--- src/rtl/pattern_gen.sv ---
// Pixel-colour stage for a 128x128 raster: turns one (x, y) per clock into an
// RGB565 test-pattern pixel two edges later, with aligned coordinate and strobes.
module pattern_gen (
  input  logic        clk,
  input  logic        rst_n,
  input  logic [6:0]  x,
  input  logic [6:0]  y,
  input  logic [1:0]  mode_in,
  output logic [15:0] pix,
  output logic [6:0]  pix_x,
  output logic [6:0]  pix_y,
  output logic        pix_valid,
  output logic        line_start,
  output logic        frame_start,
  output logic [7:0]  frame
);

  localparam logic [1:0] MODE_BARS     = 2'd0;
  localparam logic [1:0] MODE_CHECKER  = 2'd1;
  localparam logic [1:0] MODE_GRADIENT = 2'd2;

  logic [7:0]  frame_q, frame_d;
  logic [1:0]  mode_q, mode_d;
  logic [6:0]  x1_q, x1_d, y1_q, y1_d, f1_q, f1_d;
  logic [1:0]  m1_q, m1_d;
  logic        v1_q, v1_d;
  logic [15:0] pix_q, pix_d;
  logic [6:0]  pix_x_q, pix_x_d, pix_y_q, pix_y_d;
  logic        valid_q, valid_d, ls_q, ls_d, fs_q, fs_d;

  logic        eof;
  logic [6:0]  scroll_x;
  logic        on_line_x, on_line_y;
  logic [15:0] colour;

  // Frame counter and active mode advance on the EOF coordinate; stage 1
  // captures their pre-edge values so the EOF pixel still uses the old ones.
  always_comb begin
    eof     = (x == 7'd127) && (y == 7'd127);
    frame_d = eof ? frame_q + 8'd1 : frame_q;
    mode_d  = eof ? mode_in : mode_q;
    x1_d    = x;
    y1_d    = y;
    f1_d    = frame_q[6:0];
    m1_d    = mode_q;
    v1_d    = 1'b1;
  end

  always_comb begin
    colour    = 16'h0000;
    scroll_x  = x1_q + f1_q;
    on_line_x = (x1_q == 7'd0) || (x1_q == 7'd64) || (x1_q == 7'd127);
    on_line_y = (y1_q == 7'd0) || (y1_q == 7'd64) || (y1_q == 7'd127);
    case (m1_q)
      MODE_BARS: begin
        case (x1_q[6:4])
          3'd0: colour = 16'hFFFF;
          3'd1: colour = 16'hFFE0;
          3'd2: colour = 16'h07FF;
          3'd3: colour = 16'h07E0;
          3'd4: colour = 16'hF81F;
          3'd5: colour = 16'hF800;
          3'd6: colour = 16'h001F;
          default: colour = 16'h0000;
        endcase
      end
      MODE_CHECKER:  colour = (scroll_x[3] ^ y1_q[3]) ? 16'hFFFF : 16'h0000;
      MODE_GRADIENT: colour = {x1_q[6:2], y1_q[6:1], f1_q[4:0]};
      default:       colour = (on_line_x || on_line_y) ? 16'hFFFF : 16'h001F;
    endcase
  end

  // Strobes are qualified with stage-1 valid so reset-cleared zeros never
  // masquerade as a (0,0) pixel.
  always_comb begin
    pix_d   = colour;
    pix_x_d = x1_q;
    pix_y_d = y1_q;
    valid_d = v1_q;
    ls_d    = v1_q && (x1_q == 7'd0);
    fs_d    = v1_q && (x1_q == 7'd0) && (y1_q == 7'd0);
  end

  always_ff @(posedge clk or negedge rst_n) begin
    if (!rst_n) begin
      frame_q <= 8'd0;
      mode_q  <= MODE_BARS;
      x1_q    <= 7'd0;
      y1_q    <= 7'd0;
      f1_q    <= 7'd0;
      m1_q    <= 2'd0;
      v1_q    <= 1'b0;
      pix_q   <= 16'h0000;
      pix_x_q <= 7'd0;
      pix_y_q <= 7'd0;
      valid_q <= 1'b0;
      ls_q    <= 1'b0;
      fs_q    <= 1'b0;
    end else begin
      frame_q <= frame_d;
      mode_q  <= mode_d;
      x1_q    <= x1_d;
      y1_q    <= y1_d;
      f1_q    <= f1_d;
      m1_q    <= m1_d;
      v1_q    <= v1_d;
      pix_q   <= pix_d;
      pix_x_q <= pix_x_d;
      pix_y_q <= pix_y_d;
      valid_q <= valid_d;
      ls_q    <= ls_d;
      fs_q    <= fs_d;
    end
  end

  assign pix         = pix_q;
  assign pix_x       = pix_x_q;
  assign pix_y       = pix_y_q;
  assign pix_valid   = valid_q;
  assign line_start  = ls_q;
  assign frame_start = fs_q;
  assign frame       = frame_q;

endmodule

--- config.mk ---
export PLATFORM = sky130hd
export DESIGN_NAME = pattern_gen
export DESIGN_NICKNAME = d
export VERILOG_FILES = /design/src/rtl/pattern_gen.sv
export SDC_FILE = /design/constraint.sdc
export NUM_CORES = 1
export LEC_CHECK = 0
export CELL_PAD_IN_SITES_DETAIL_PLACEMENT = 0
export CELL_PAD_IN_SITES_GLOBAL_PLACEMENT = 1
export CORE_MARGIN = 2
export CORE_UTILIZATION = 34
export DETAILED_ROUTE_END_ITERATION = 10
export GPL_ROUTABILITY_DRIVEN = 1
export PLACE_DENSITY_LB_ADDON = 0.1
export SYNTH_ARGS = -nofsm -noshare
export SYNTH_HDL_FRONTEND = slang
export SYNTH_SLANG_ARGS = --single-unit
--- constraint.sdc ---
create_clock -name clk -period 1.7 [get_ports clk]
set_input_delay 0.255 -clock clk [delete_from_list [all_inputs] [get_ports clk]]
set_output_delay 0.255 -clock clk [all_outputs]
set_load 0.005 [all_outputs]
==> results_dict.tcl, run 1 <==
set metrics [dict create \
    antenna_left 0 \
    period_share_pct 101.4 \
    yosysTopAreaCellShare_pct 73.82 \
    yosys.cell_count.top_type "dfrtp_1" \
    dieWidth_um 84.50 \
    grt.overflow.total 0 \
    hpwl_um 3185 \
    seq_area_frac_synth_pct 73.82 \
    synth-seq-cells 65 \
    clkSinkCount 65 \
    firstDrtPassIters 2 \
    synth_area_leader_cell "dfrtp_1" \
    power.share.combinational_pct 7.3 \
    hp-class "in -> reg" \
    vias 1491 \
    cts_root_buf "clkbuf_8" \
    clock_path_buffers 2 \
    syn_to_final_growth_pct 53.55 \
    die_y_um 84.50 \
    synth-async-reset-ratio_pct 100.0 \
    worstPathArrival_ns 1.94 \
    clkPwrFrac_pct 42.7 \
    skew_ns 0.01134 \
    p_switching_uw 665.9 \
    syn_avg_cell_area_um2 14.79 \
    io_pins 59 \
    portBuffers 58 \
    top_layer "met4" \
    holdPathStages 1 \
    leakage_nw 1.507 \
    maxCapViolations 0 \
    gp_congestion 0.7454 \
    path_class "reg -> reg" \
    critical_path_required_ns 1.92 \
    fin_nets 261 \
    track_usage_pct 14.07 \
    synth_cell_types 30 \
    seqPwrFrac_pct 50.0 \
    grt_pass1_vias 1554 \
    clk_pin_slew_ns 0.07 \
    route.met2.wl_um 2122 \
    fmax_ghz 0.5803 \
    die-area_um2 7140 \
    layout-drive-gt1-share_pct 24.59 \
    critPathLaunchType "flop" \
    grt_pass1_wl_um 7693 \
    violations "setup timing" \
    cts-buffers-inserted 9 \
    final_util_pct 53.59 \
    swShare_pct 20.35 \
    timing.hold.ws_ns 0.3857 \
    synth_commonest_cells "65 x dfrtp_1, 11 x nor3_1, 10 x o21ai_0, 9 x nand4_1" \
    core_area_um2 6314 \
    maxSlewViolCount 0 \
    layout_min_cycle_time_ns 1.723 \
    instances_no_fill 321 \
    synthTopCellsByArea "dfrtp_1 74%, nand4_1 2.6%, nor3_1 2.5%" \
    rsz0062_at_grt "yes" \
    ys.flop_type "dfrtp_1" \
    status "complete, but fails checks" \
    power.density_nw_per_um2 967.1 \
    htree_num_levels 3 \
    start_util_pct 34.90 \
    synthesis.area_um2 2203 \
    wl_um 4648 \
    synth_edf_count 0 \
    cp-end-kind "flop" \
    path_max_fanout 5 \
    met3_length_um 230 \
    syn_inst 149 \
    hold_viol 0 \
    drc 0 \
    finalSetupViolations 6 \
    n_antenna_cell 0 \
    cts_tree "built" \
    via_per_inst 4.645 \
    reg2reg_depth 5 \
    dp.cells 296 \
    grt_max_degree 66 \
    ir_worst_vdd_uv 492.9 \
    yosysWarningCount 0 \
    rows 29 \
    internal-power_mw 2.606 \
    wl_per_cell_um 14.48 \
    syn_nets 170 \
    drtIter0Drc 43 \
    antenna_found_initial 0 \
    met1_length_um 2181 \
    layout_setup_ws_ns -0.02326 \
    clkLatencyLatePin_ns 0.33 \
]
## power by group through the flow
stage / registers [mW] / clock network [mW] / logic, mW
5_1_grt: 1.64 / 1.51 / 0.262
4_1_cts: 1.63 / 1.43 / 0.238
3_3_place_gp: 1.66 / 0 / 0.223
3_5_place_dp: 1.66 / 0 / 0.225
6_report: 1.63 / 1.40 / 0.240
2_1_floorplan: 1.66 / 0 / 0.0385
## sequential cells by signal, summed over array words and instances, names as in the netlist, 2 cells and up
| name | count |
|---|---|
| f1_q | 5 |
| frame | 8 |
| m1_d | 2 |
| m1_q | 2 |
| pix | 16 |
| pix_x | 7 |
| pix_x_d | 7 |
| pix_y | 7 |
| pix_y_d | 7 |
## cell families (layout without fill, tap and decap cells)
kind of cell	after synthesis	count (layout)	synth area share, %
flops	65	65	73.82
fa+ha+maj	3	3	1.704
simple gates	45	45	12.04
xor+xnor	8	8	3.805
mux	3	3	1.533
buf+inv	2	97	0.3971
other cells	1	1	0.1702
compound gates	22	22	6.531
## final cells by class
class | instances | area, um2
Tap cell | 77 | 96.34
Clock inverter | 3 | 65.06
Fill cell | 535 | 2930
Sequential cell | 65 | 1628
Clock buffer | 12 | 145.1
Timing Repair Buffer | 82 | 787.0
Multi-Input combinational cell | 82 | 661.9
## final timing paths
kind	start	end	slack (ns)
min	x[2]	pix_x_d[2]	0.39
min reg2reg	v1_q	pix_valid	0.39
max reg2reg	pix_x_d[2]	pix[0]	-0.02
max	pix_x_d[2]	pix[0]	-0.02
max in group asynchronous	rst_n	pix_y_d[3]	0.95
min in group asynchronous	rst_n	pix[2]	0.47
## cells in the final DEF, fill, tap and decap left out, drive strengths merged, types with 5 or more instances in the layout
cell,instances
clkdlybuf4s50,57
nor3,12
clkbuf,12
dfrtp,65
buf,24
nand4,9
xnor2,6
nand2,6
o21ai,10
o21a,5
## layer usage
layer / up-vias / global-route usage (%)
met5: - / 0
met4: 0 / 7.792
met2: 43 / 20.11
met3: 11 / 4.228
li1: 715 / -
met1: 722 / 19.20
## stage by stage
stage                     setup TNS (ns)  cell area, um2  total power, mW  setup slack, ns
after global routing              -1.346            3383            3.411          -0.1008
after CTS                        -0.1782            3282            3.300         -0.02342
after global placement            -1.127            2984            1.883          -0.1134
after detailed placement          -1.695            2984            1.887          -0.1484
after floorplan                        0            2203            1.700          0.05505
final                            -0.1113            3383            3.272         -0.02326
## worst max-delay path: stages (launching register included)
cell and delay, ns:
dfrtp_1 0.43, ha_4 0.30, nand4_1 0.12, a21o_1 0.22, a311o_2 0.41, o21a_1 0.13
## what timing repair did
action,CTS,global route
hold endpoints to repair,65,0
pin swaps,3,6
resized for setup,6,13
setup buffers,6,3
setup endpoints to repair,16,17
hold buffers,1,0
Note: power is estimated with default switching activity, not from simulation.
==> run 2: changes to the inputs <==
--- a/config.mk
+++ b/config.mk
@@ -15,3 +15,4 @@
 export SYNTH_ARGS = -nofsm -noshare
 export SYNTH_HDL_FRONTEND = slang
 export SYNTH_SLANG_ARGS = --single-unit
+export TNS_END_PERCENT = 1
==> run 2 against run 1 <==
- the flow still finishes with violations (setup timing)
- first-iteration DRC count grew 51%
- sequential power about the same
- design area fell by 1.1%
- clock power barely moved
- total power is 0.51% lower
- sequential cell count stayed put
- utilization is 0.61 points lower
- critical path type unchanged
- critical endpoint is now pix[1]
==> results_dict.tcl, run 2 (synthesis gave the netlist of run 1 again) <==
set metrics [dict create \
    status "complete, but fails checks" \
    violations "setup timing" \
    layout_setup_ws_ns -0.01352 \
    leakage_nw 1.484 \
    rows 29 \
    antenna_left 0 \
    rsz0062_at_grt "yes" \
    drtIter0Drc 65 \
    layout_commonest_cell "dfrtp_1" \
    regArea_um2 1627 \
    cts_root_buf "clkbuf_8" \
    final_util_pct 52.97 \
    via_per_inst 4.694 \
    dp.cells 296 \
    clock_path_buffers 2 \
    power.density_nw_per_um2 973.2 \
    core_area_um2 6314 \
    hp-class "reg -> reg" \
    hpwl_um 3185 \
    maxSlewViolCount 0 \
    period_share_pct 100.8 \
    dieWidth_um 84.50 \
    cts-buffers-inserted 9 \
    track_usage_pct 14.00 \
    post_dp_cell_area_um2 2984 \
    grtUsageMet2_pct 19.69 \
    final_cell_mix "65 x dfrtp_1, 57 x clkdlybuf4s50_1, 17 x buf_4" \
    clkLatencyLatePin_ns 0.33 \
    critPathLaunchType "flop" \
    grt.overflow.total 0 \
    skew_ns 0.01132 \
    fin_nets 257 \
    layout_min_cycle_time_ns 1.714 \
    syn_to_final_growth_pct 51.79 \
    critical_path_required_ns 1.91 \
    hold_viol 0 \
    die-area_um2 7140 \
    wl_per_cell_um 14.62 \
    antenna_found_initial 0 \
    vias 1488 \
    multi_input_area_um2 658.1 \
    grt_use_met3_pct 4.228 \
    drc 0 \
    gr-usage-met1_pct 19.37 \
    gp_congestion 0.7454 \
    clk_pin_slew_ns 0.07 \
    maxCapViolations 0 \
    final_area_um2 3344 \
    grt_pass1_wl_um 7652 \
    grt_max_degree 66 \
    path_class "reg -> reg" \
    clkSinkCount 65 \
    cp-end-kind "flop" \
    n_fill_cell 540 \
    fmax_ghz 0.5836 \
    layout-drive-gt1-share_pct 22.08 \
    largest_reg_flops 16 \
    grt_busiest_layer "met2" \
    io_pins 59 \
    die_y_um 84.50 \
    n_antenna_cell 0 \
    grt_pass1_vias 1509 \
    finalSetupViolations 4 \
    path_max_fanout 5 \
    start_util_pct 34.90 \
    portBuffers 58 \
    cts_tree "built" \
    ir_worst_vdd_uv 493.0 \
    wl_um 4635 \
    timing.hold.ws_ns 0.3813 \
    htree_num_levels 3 \
    instances_no_fill 317 \
    firstDrtPassIters 4 \
    worstPathArrival_ns 1.92 \
]
==> run 2: cell types whose count changed in the layout (fill, tap and decap cells not counted) <==
cell | before | now
buf_4 | 20 | 17
dfrtp_1 | 64 | 65
nor3_1 | 0 | 2
or4_4 | 1 | 2
nor3_2 | 11 | 8
nor3_4 | 1 | 2
or4_1 | 1 | 0
dfrtp_2 | 1 | 0
a21oi_2 | 1 | 0
buf_6 | 1 | 0
a21oi_1 | 0 | 1
==> run 2: path summary, 6_finish.rpt <==
check	startpoint	endpoint	slack, ns	cells past startpoint
setup / recovery	pix_x_d[2]	pix[1]	-0.01	5
max in group asynchronous	rst_n	pix_x_d[6]	0.97	3
hold / removal	v1_q	pix_valid	0.38	0
setup reg to reg	pix_x_d[2]	pix[1]	-0.01	5
hold reg to reg	v1_q	pix_valid	0.38	0
min in group asynchronous	rst_n	pix[2]	0.47	3
==> run 2: final cells by class <==
class	count	share of cell area (%)
Sequential cell	65	48.63
Timing Repair Buffer	78	22.52
Multi-Input combinational cell	82	19.68
Clock buffer	12	4.340
Tap cell	77	2.881
Clock inverter	3	1.945
==> run 2: power by group <==
group | switching (mW) | leakage, nW | internal [mW]
Combinational | 0.0916 | 0.576 | 0.141
Clock | 0.529 | 0.106 | 0.857
Sequential | 0.0338 | 0.802 | 1.60
Total | 0.655 | 1.48 | 2.60
==> run 2: stage by stage <==
step	worst slack [ns]	TNS, ns	total power, mW
final	-0.01352	-0.03746	3.255
after global routing	-0.06652	-0.5712	3.404
after CTS	-0.02709	-0.07073	3.295
after detailed placement	-0.1484	-1.695	1.887
after global placement	-0.1134	-1.127	1.883
after floorplan	0.05505	0	1.700
==> run 2: metal layers <==
metal | routed length, um | up-vias
met5 | 0 | -
met4 | 113 | 0
met3 | 249 | 9
met2 | 2088 | 52
met1 | 2183 | 720
li1 | - | 707
==> run 2: what timing repair did <==
item / in CTS / in global routing
setup buffers: 1 / 4
pin swaps: 2 / 5
resized for setup: 6 / 10
endpoints found under the hold margin: 65 / 0
hold buffers: 1 / 0
setup endpoints to repair: 16 / 17
==> run 2: worst max-delay path: stages (launching register included) <==
cell and delay (ns):
dfrtp_1 0.43, ha_4 0.29, nand4_1 0.10, a21o_1 0.23
a311o_2 0.41, o21a_1 0.12
==> run 3: changes to the inputs <==
--- a/config.mk
+++ b/config.mk
@@ -8,7 +8,7 @@
 export CELL_PAD_IN_SITES_DETAIL_PLACEMENT = 0
 export CELL_PAD_IN_SITES_GLOBAL_PLACEMENT = 1
 export CORE_MARGIN = 2
-export CORE_UTILIZATION = 34
+export CORE_UTILIZATION = 38
 export DETAILED_ROUTE_END_ITERATION = 10
 export GPL_ROUTABILITY_DRIVEN = 1
 export PLACE_DENSITY_LB_ADDON = 0.1
==> constraint.sdc (replaced) <==
create_clock -name clk -period 1.9 [get_ports clk]
set_input_delay 0.285 -clock clk [delete_from_list [all_inputs] [get_ports clk]]
set_output_delay 0.285 -clock clk [all_outputs]
set_load 0.005 [all_outputs]
==> run 3 against run 2 <==
- sequential share of layout area up 4.0 points
- the flow now finishes without violations
- utilization up 2.8 points
- cell count decreased by 5.7%
- register-to-register slack better by 0.11 ns
- combinational power shrank 20%
- highest routed layer unchanged
- clock skew is 0.0047 ns lower
==> results_dict.tcl, run 3 (synthesis gave the netlist of run 1 again) <==
set metrics [dict create \
    status "complete, no violations" \
    portBuffers 58 \
    clkLatencyLatePin_ns 0.33 \
    syn_to_final_growth_pct 40.32 \
    dieWidth_um 80.15 \
    htree_num_levels 3 \
    seqPwrFrac_pct 54.9 \
    gp_congestion 0.7322 \
    met1_length_um 2050 \
    clkPwrFrac_pct 38.0 \
    grt_max_degree 34 \
    final_area_um2 3092 \
    wl_per_cell_um 14.43 \
    rows 27 \
    tightest_slew_ns 0.6967 \
    internal-power_mw 2.086 \
    leakage_nw 1.364 \
    largest_reg_flops 16 \
    cts-buffers-inserted 9 \
    start_util_pct 39.77 \
    critPathLaunchType "flop" \
    clock_path_buffers 2 \
    post_dp_cell_area_um2 2918 \
    maxCapViolations 0 \
    finalPower_mw 2.664 \
    timing.hold.ws_ns 0.0006599 \
    path_max_fanout 5 \
    met3_length_um 230 \
    worstPathArrival_ns 2.02 \
    layout-drive-gt1-share_pct 12.33 \
    fin_nets 243 \
    period_share_pct 94.99 \
    rsz0062_at_grt "no" \
    firstDrtPassIters 4 \
    finalSetupViolations 0 \
    maxSlewViolCount 0 \
    cts_tree "built" \
    cp-end-kind "flop" \
    core_area_um2 5540 \
    route.met2.wl_um 1977 \
    top_layer "met4" \
    wl_um 4316 \
    slew_headroom_pct 53.55 \
    path_class "reg -> reg" \
    power.share.combinational_pct 7.0 \
    antenna_left 0 \
    vias 1429 \
    grt_pass1_wl_um 7445 \
    p_switching_uw 577.9 \
    drc 0 \
    io_pins 59 \
    hold_viol 0 \
    cts_resized 0 \
    ir_worst_vdd_uv 507.9 \
    antenna_found_initial 0 \
    ctsHoldBuffers 0 \
    track_usage_pct 15.57 \
    drtIter0Drc 80 \
    critical_path_required_ns 2.11 \
    cts_root_buf "clkbuf_8" \
    die_y_um 80.15 \
    fin_tns_setup_ns 0 \
    hp-class "in -> async" \
    clk_pin_slew_ns 0.06 \
    power.density_nw_per_um2 861.5 \
    die-area_um2 6423 \
    final_cell_mix "65 x dfrtp_1, 57 x clkdlybuf4s50_1, 11 x nor3_1, 11 x clkbuf_8, 10 x o21ai_0" \
    hpwl_um 3211 \
    n_antenna_cell 0 \
    fmax_ghz 0.5541 \
    swShare_pct 21.70 \
    cts_setup_buffers 0 \
    grt.overflow.total 0 \
    layout_commonest_cell "dfrtp_1" \
    skew_ns 0.006570 \
    via_per_inst 4.779 \
    grt_pass1_vias 1472 \
    clkSinkCount 65 \
    n_fill_cell 502 \
    layout_min_cycle_time_ns 1.805 \
]
## run 3: cell types whose count changed in the layout (fill, tap and decap cells not counted), moves of 2 or more
cell,previous run,this run
or4_1,0,2
bufinv_16,2,0
nor3_4,2,0
clkinv_2,1,3
nor3_2,8,1
nor3_1,2,11
or4_4,2,0
buf_4,17,5
## run 3: worst paths after layout
check	startpoint	end	slack [ns]	depth (start not counted)
worst max-delay path	f1_q[2]	pix[3]	0.1	5
worst min-delay path	rst_n	pix[0]	0.0007	1
worst max register to register	f1_q[2]	pix[3]	0.1	5
worst min register to register	m1_d[1]	m1_q[1]	0.38	0
max in group asynchronous	rst_n	pix_x_d[2]	1.30	2
min in group clk	m1_d[1]	m1_q[1]	0.38	0
## run 3: final cells by class
| class | instances | area, um2 | area share, % |
|---|---|---|---|
| flip-flops and latches | 65 | 1627 | 52.61 |
| repair buffers | 64 | 633.1 | 20.48 |
| multi-input cells | 82 | 568.0 | 18.37 |
| clock buffers | 13 | 158.9 | 5.140 |
| well taps | 72 | 90.09 | 2.914 |
| clock inverters | 3 | 15.01 | 0.4856 |
## run 3: metrics by stage
step | cells | setup WS [ns] | util, %
after detailed placement | 283 | 0.01826 | 52.66
after global placement | 283 | 0.08220 | 52.66
after floorplan | 149 | 0.2551 | -
after CTS | 299 | 0.09350 | 55.80
after global routing | 299 | 0.01399 | 55.80
final | 299 | 0.09518 | 55.80
## run 3: power by group through the flow
stage / Clock, mW / Combinational [mW] / Sequential, mW
2_1_floorplan: 0 / 0.0345 / 1.49
3_3_place_gp: 0 / 0.187 / 1.49
3_5_place_dp: 0 / 0.191 / 1.49
4_1_cts: 1.04 / 0.192 / 1.46
5_1_grt: 1.09 / 0.210 / 1.47
6_report: 1.01 / 0.187 / 1.46
## run 3: metal layers
layer | GRT usage (%) | vias to the layer above
met5 | 0 | -
met4 | 7.627 | 0
met3 | 3.933 | 8
met2 | 21.83 | 51
met1 | 22.52 | 687
li1 | - | 683
## run 3: critical path, cell delays in order, from the launching register on
cell and delay, ns:
dfrtp_1 0.39, ha_1 0.32, a21oi_1 0.20, nand3_1 0.18, a311o_2 0.47, o21a_1 0.13
